==> config.mk <==
export PLATFORM = sky130hd
export DESIGN_NAME = weight_mac
export DESIGN_NICKNAME = d
export VERILOG_FILES = /design/src/rtl/weight_mac_pkg.sv /design/src/rtl/weight_mac.sv
export SDC_FILE = /design/constraint.sdc
export NUM_CORES = 1
export LEC_CHECK = 0
export BUFFER_PORTS_ARGS = -buffer_cell sky130_fd_sc_hd__buf_2
export CAP_MARGIN = 25
export CORE_ASPECT_RATIO = 0.7
export CORE_MARGIN = 3
export CORE_UTILIZATION = 55
export CTS_CLUSTER_SIZE = 28
export DETAILED_ROUTE_END_ITERATION = 10
export PLACE_DENSITY = 0.84
export SLEW_MARGIN = 20
export SYNTH_ARGS = -nofsm -noshare
export SYNTH_HDL_FRONTEND = slang
export SYNTH_SLANG_ARGS = --single-unit
==> constraint.sdc <==
create_clock -name i_clk -period 8.5 [get_ports i_clk]
set_clock_uncertainty 0.1 [all_clocks]
set_input_delay 2.125 -clock i_clk [delete_from_list [all_inputs] [get_ports i_clk]]
set_output_delay 2.125 -clock i_clk [all_outputs]
set_load 0.01 [all_outputs]
==> src/rtl/weight_mac_pkg.sv <==
// rtl/weight_mac_pkg.sv - shared widths, state encoding and result saturation for weight_mac
package weight_mac_pkg;

  localparam int KSIZE  = 9;
  localparam int ADDR_W = 8;
  localparam int DATA_W = 8;
  localparam int ACC_W  = 20;
  localparam int SHIFT  = 4;
  localparam int TAP_W  = 4;

  typedef enum logic [1:0] {
    ST_IDLE = 2'd0,
    ST_RUN  = 2'd1,
    ST_HOLD = 2'd2
  } state_t;

  // Shift the sum down and clamp anything that no longer fits in a pixel.
  function automatic logic [DATA_W-1:0] sat_shift(input logic [ACC_W-1:0] acc);
    logic [ACC_W-1:0] shifted;
    shifted = acc >> SHIFT;
    if (|shifted[ACC_W-1:DATA_W]) begin
      sat_shift = {DATA_W{1'b1}};
    end else begin
      sat_shift = shifted[DATA_W-1:0];
    end
  endfunction

endpackage

==> src/rtl/weight_mac.sv <==
// rtl/weight_mac.sv - 3x3 weight-ROM driven multiply-accumulate with valid/ready result
module weight_mac
  import weight_mac_pkg::*;
(
  input  logic              i_clk,
  input  logic              i_rst_n,
  input  logic              i_start,
  input  logic [ADDR_W-1:0] i_kbase,
  input  logic              i_pix_valid,
  input  logic [DATA_W-1:0] i_pix_data,
  output logic              o_pix_ready,
  output logic              o_rom_en,
  output logic [ADDR_W-1:0] o_rom_addr,
  input  logic [DATA_W-1:0] i_rom_data,
  output logic              o_res_valid,
  input  logic              i_res_ready,
  output logic [ACC_W-1:0]  o_res_acc,
  output logic [DATA_W-1:0] o_res_pix,
  output logic              o_busy
);

  state_t              r_state;
  logic [ADDR_W-1:0]   r_kbase;
  logic [TAP_W-1:0]    r_tap;
  logic [ACC_W-1:0]    r_acc;
  logic [ACC_W-1:0]    r_res_acc;
  logic [DATA_W-1:0]   r_res_pix;

  logic                w_run;
  logic                w_beat;
  logic                w_last;
  logic [2*DATA_W-1:0] w_prod;
  logic [ACC_W-1:0]    w_acc_next;

  // Weight reads only happen on a real beat so the ROM bus is never sampled while floating.
  always_comb begin
    w_run      = (r_state == ST_RUN);
    w_beat     = w_run & i_pix_valid;
    w_last     = (r_tap == TAP_W'(KSIZE - 1));
    w_prod     = '0;
    w_acc_next = r_acc;
    if (w_beat) begin
      w_prod     = i_pix_data * i_rom_data;
      w_acc_next = r_acc + ACC_W'(w_prod);
    end
  end

  // Control: start in IDLE, count beats in RUN, wait for the downstream handshake in HOLD.
  always_ff @(posedge i_clk or negedge i_rst_n) begin
    if (!i_rst_n) begin
      r_state <= ST_IDLE;
      r_kbase <= '0;
      r_tap   <= '0;
      r_acc   <= '0;
    end else begin
      case (r_state)
        ST_IDLE: begin
          if (i_start) begin
            r_kbase <= i_kbase;
            r_tap   <= '0;
            r_acc   <= '0;
            r_state <= ST_RUN;
          end
        end
        ST_RUN: begin
          if (w_beat) begin
            r_acc <= w_acc_next;
            r_tap <= r_tap + 1'b1;
            if (w_last) begin
              r_state <= ST_HOLD;
            end
          end
        end
        ST_HOLD: begin
          if (i_res_ready) begin
            r_state <= ST_IDLE;
          end
        end
        default: r_state <= ST_IDLE;
      endcase
    end
  end

  // Result registers capture the final sum on HOLD entry and keep it until the next window ends.
  always_ff @(posedge i_clk or negedge i_rst_n) begin
    if (!i_rst_n) begin
      r_res_acc <= '0;
      r_res_pix <= '0;
    end else if (w_beat && w_last) begin
      r_res_acc <= w_acc_next;
      r_res_pix <= sat_shift(w_acc_next);
    end
  end

  // Output decode; the address is parked at zero whenever the ROM is not enabled.
  always_comb begin
    o_pix_ready = w_run;
    o_rom_en    = w_beat;
    o_rom_addr  = w_beat ? (r_kbase + ADDR_W'(r_tap)) : '0;
    o_res_valid = (r_state == ST_HOLD);
    o_res_acc   = r_res_acc;
    o_res_pix   = r_res_pix;
    o_busy      = (r_state != ST_IDLE);
  end

endmodule

# Yosys cells after proc, flatten, opt, wreduce, memory -nomap -nowiden
# Cells that the tools add are included.
# word_totals
register_bits	62
input_bits	29
output_inout_bits	40
wordCells	40
# op_classes
n_addsub	3
multipliers	1
eq_ne	7
muxes	14
n_bitwise	1
reduce_logical	8
# ops
op	count
$mux W20	3
$pmux W20 S2	1
$add A20 B16 Y20	1
$mul A8 B8 Y16	1
$mux W8	2
$add A8 B4 Y8	1
$mux W2	4
$mux W4	2
$pmux W4 S2	1
$reduce_or A8 Y1	1
$ne A2 B1 Y1 const B	3
$pmux W2 S3	1
$add A4 B1 Y4 const B	1
$eq A4 B4 Y1 const B	1
$reduce_and A4 Y1	1
$reduce_bool A2 Y1	2
$reduce_and A3 Y1	1
$eq A2 B1 Y1 const B	1
$eq A2 B2 Y1 const B	1
$logic_not A2 Y1	1
$ne A2 B2 Y1 const B	1
$reduce_and A2 Y1	1
$and A1 B1 Y1	1
$logic_and A1 B1 Y1	1

# Depth between registers and ports, before layout
# logic_depth
word_depth	5
depth_mapped	19

# Worst setup path after synthesis
# OpenSTA, ideal clock, no wires.
# synth_timing
path_kind	input port to flip-flop
from	input port i_pix_data[5]
to	register r_res_pix[0] (netlist: o_res_pix[0])
setup_time_ns	0.144
arrival_ns	6.496
required_ns	8.256
slack_ns	1.760
path_stages	16
path_buffers	1
path_cell_list	clkbuf_1 -> and2_1 -> fa_1 -> fa_1 -> fa_1 -> inv_1 -> fa_1 -> inv_1 -> ha_1 -> a21oi_1 -> o21ai_0 -> a221oi_1 -> o31ai_2 -> mux2i_1 -> nor4_4 -> a31oi_1
# synth_via
elab_chain_cells	5
# synth_lines
element	line_no	source
start, declared	weight_mac.sv:10	input logic [DATA_W-1:0] i_pix_data,
$mul A8 B8 Y16	weight_mac.sv:43	w_prod = i_pix_data * i_rom_data;
$add A20 B16 Y20	weight_mac.sv:44	w_acc_next = r_acc + ACC_W'(w_prod);
$mux W20	weight_mac.sv:42	if (w_beat) begin
$reduce_or A8 Y1	weight_mac_pkg.sv:21	if (|shifted[ACC_W-1:DATA_W]) begin
$mux W8	weight_mac_pkg.sv:21	
end signal, assigned	weight_mac.sv:91	r_res_pix <= sat_shift(w_acc_next);
end, declared	weight_mac.sv:27	logic [DATA_W-1:0] r_res_pix;
# No other way between the ends.
# A chain may end at the register's enable or synchronous reset.

# Final worst setup path
# layout_timing
from	input port i_pix_data[3]
to	register r_res_pix[3] (netlist: o_res_pix[3])
# layout_via
elab_chain_cells	5
# layout_lines
element	line_no
$mul A8 B8 Y16 (*)	weight_mac.sv:43
$add A20 B16 Y20 (*)	weight_mac.sv:44
$mux W20 (*)	weight_mac.sv:42
$reduce_or A8 Y1	weight_mac_pkg.sv:21
$mux W8 (*)	weight_mac_pkg.sv:21
# Mark *: on every way between the ends. The rest lies on a longest branch, timed or not.

==> flow_metrics.tcl <==
set metrics [dict create \
    post-cts-setup-buffers 0 \
    grt_first_pass_wirelength_mm 23.25 \
    drt-wirelength-per-cell_um 16.46 \
    cts_hold_buf 0 \
    power_switching_w 0.001350 \
    die_h_um 90.65 \
    globalRoute.totalOverflow 0 \
    root_buffer "clkbuf_16" \
    p_comb_share_pct 67.7 \
    synthDominantCellAreaShare_pct 27.56 \
    htreeDepth 3 \
    synth_cells 637 \
    synth_commonest_cells "inv_1 (108), nand2_1 (90), dfrtp_1 (62)" \
    vias_per_cell 5.601 \
    antenna_found_initial 0 \
    p_total_w 0.002710 \
    cellPowerDensity_mw_per_mm2 426.8 \
    finalMaxSlewViolations 0 \
    rsz0062_at_grt "false" \
    cts_buffers 9 \
    internal_power_w 0.001360 \
    synth_area_mm2 0.005629 \
    clockPowerShare_pct 13.2 \
    fp.dieW_um 126.9 \
    gp_congestion 0.9276 \
    ir_worst_vdd_mv 0.2347 \
    start_util_pct 57.24 \
    io_buffers 68 \
    final_net_count 823 \
    syn_avg_cell_area_um2 8.837 \
    path_class "input port to flip-flop" \
    synth-async-reset-ratio_pct 100.0 \
    synth-seq-cells 62 \
    max_stage_delay_ns 0.54 \
    cp_slowest_cell "fa_1" \
    num-fill-cells 818 \
    post-route-util_pct 64.55 \
    first_iter_violations 370 \
    clock_path_buffers 2 \
    synth_cell_types 52 \
    leakagePower_nw 3.379 \
    grt_max_degree 63 \
    ios 69 \
    cp_common_cell "fa_1" \
    finalSetupViolCount 0 \
    yosys-top-cells-area "dfrtp_1 (28%), fa_1 (18%), ha_1 (10%)" \
    dieArea_mm2 0.01150 \
    drv_cap 0 \
    synth_ff_type "dfrtp_1" \
    grt_pass1_vias 4740 \
    wirelength_mm 13.63 \
    outcome "finished, final reports clean" \
    placementRows 30 \
    yosys.area.top_type "dfrtp_1" \
    slew_headroom_pct 37.66 \
    drtAntennaViolNets 0 \
    tightestPinTransition_ns 0.9329 \
    hold_path.class "flip-flop to flip-flop" \
    fmax_ghz 0.1437 \
    clk_pin_slew_ns 0.05 \
    period_share_pct 81.85 \
    power_frac_seq_pct 19.0 \
    grt.total_usage_pct 24.92 \
    dp_hpwl_mm 10.93 \
    yosysMostFrequentCell "inv_1" \
    via_count 4638 \
    critPathArrivalTime_ns 7.04 \
    clkSinkCount 62 \
    crit_path_cell_trace "buf_2 > and2_1 > fa_1 > fa_1 > fa_1 > inv_1 > fa_1 > inv_1 > ha_1 > a21oi_1 > a21boi_0 > a211oi_1 > xor2_1 > o211ai_1 > nor4_4 > a31oi_1" \
    synth_edf_count 0 \
    drive_above_1_share_pct 14.86 \
    clock_latency_ns 0.33 \
    core_mm2 0.009834 \
    diodes 0 \
    power.share.switching_pct 49.82 \
    ys_seq_area_share_pct 27.56 \
    required_ns 8.58 \
    area_growth_pct 12.78 \
    hold_viol 0 \
    timing.final.ws_setup_ns 1.542 \
    yosysWarnings 0 \
    tns_ns 0 \
    dr.pass1.iters 6 \
    syn-num-nets 764 \
    cp-start-kind "input port" \
    post_cts_resized 0 \
    tritoncts "done" \
    crit_fanout 8 \
    hold-worst-slack_ns 0.3672 \
    drc 0 \
    period_minus_slack_ns 6.958 \
    cp-end-kind "flip-flop" \
    pre_cts_slack_ns 1.238 \
]
per-stage QoR:
step,instance area (um2),cells
global placement,6058,813
global route,6349,828
CTS,6349,828
floorplan,5629,637
finish,6349,828
detailed placement,6058,813
sequential cells by signal (all words and copies together) (netlist names):
register   count
o_res_acc     20
o_res_pix      8
r_acc         20
r_kbase        8
r_state        2
r_tap          4
layout by cell type (no fill, tap or decap), types with 9 or more instances in the layout:
cell type	synthesis	routed
clkbuf_16	0	9
nand2_1	90	90
nor2_1	40	40
a21oi_1	31	31
a21o_1	10	10
fa_1	51	51
o21ai_0	23	23
inv_1	108	108
dfrtp_1	62	62
and2_1	33	33
buf_2	6	68
ha_1	47	47
xor2_1	9	9
worst max-delay path, delay by kind of cell:
| family | cells | cell delay [ns] |
|---|---|---|
| fa+ha+maj | 5 | 2.47 |
| compound gates | 5 | 1.21 |
| simple gates | 2 | 0.59 |
| xor+xnor | 1 | 0.37 |
| buf+inv | 3 | 0.24 |
metal layers:
layer / track usage (%) / routed length [um]
met1: 35.73 / 6200
met2: 40.10 / 6465
met3: 5.142 / 835
met4: 3.839 / 125
met5: 0 / 0
logic make-up (layout without fill, tap and decap cells):
logic type / after synthesis / count (layout) / synth area share (%)
AND/OR/NAND/NOR: 213 / 213 / 18.14
buffers and inverters: 131 / 194 / 8.869
flip-flops: 62 / 62 / 27.56
multiplexers: 11 / 11 / 2.134
AO/OA/AOI/OAI: 107 / 107 / 12.38
XOR/XNOR: 15 / 15 / 2.334
adder cells (fa/ha/maj): 98 / 98 / 28.58
worst paths after layout:
path / startpoint / to / slack [ns] / cells after the start
worst max-delay path: i_pix_data[3] / o_res_pix[3] / 1.54 / 16
worst min-delay path: o_res_acc[2] / o_res_acc[2] / 0.37 / 2
worst max register to register: r_acc[6] / o_res_pix[3] / 3.35 / 16
worst min register to register: o_res_acc[2] / o_res_acc[2] / 0.37 / 2
max in group asynchronous: i_rst_n / o_res_acc[2] / 5.93 / 2
min in group asynchronous: i_rst_n / r_kbase[0] / 1.86 / 2
layout make-up:
type                            count  area, um2  area share, %
Multi-Input combinational cell    444       3578          56.37
Inverter                          108      405.4          6.385
Tap cell                          128      160.2          2.523
Timing Repair Buffer               71      362.8          5.715
Clock inverter                      4      47.55         0.7489
Sequential cell                    62       1551          24.44
Clock buffer                       11      242.7          3.823
power groups by stage:
stage / logic [W] / registers [W] / clock network [W]
floorplan: 0.00134 / 0.000513 / 0
global placement: 0.00174 / 0.000511 / 0
detailed placement: 0.00182 / 0.000516 / 0
CTS: 0.00184 / 0.000514 / 0.000358
global route: 0.00207 / 0.000530 / 0.000371
finish: 0.00184 / 0.000516 / 0.000358
(Power assumes the default switching activity.)
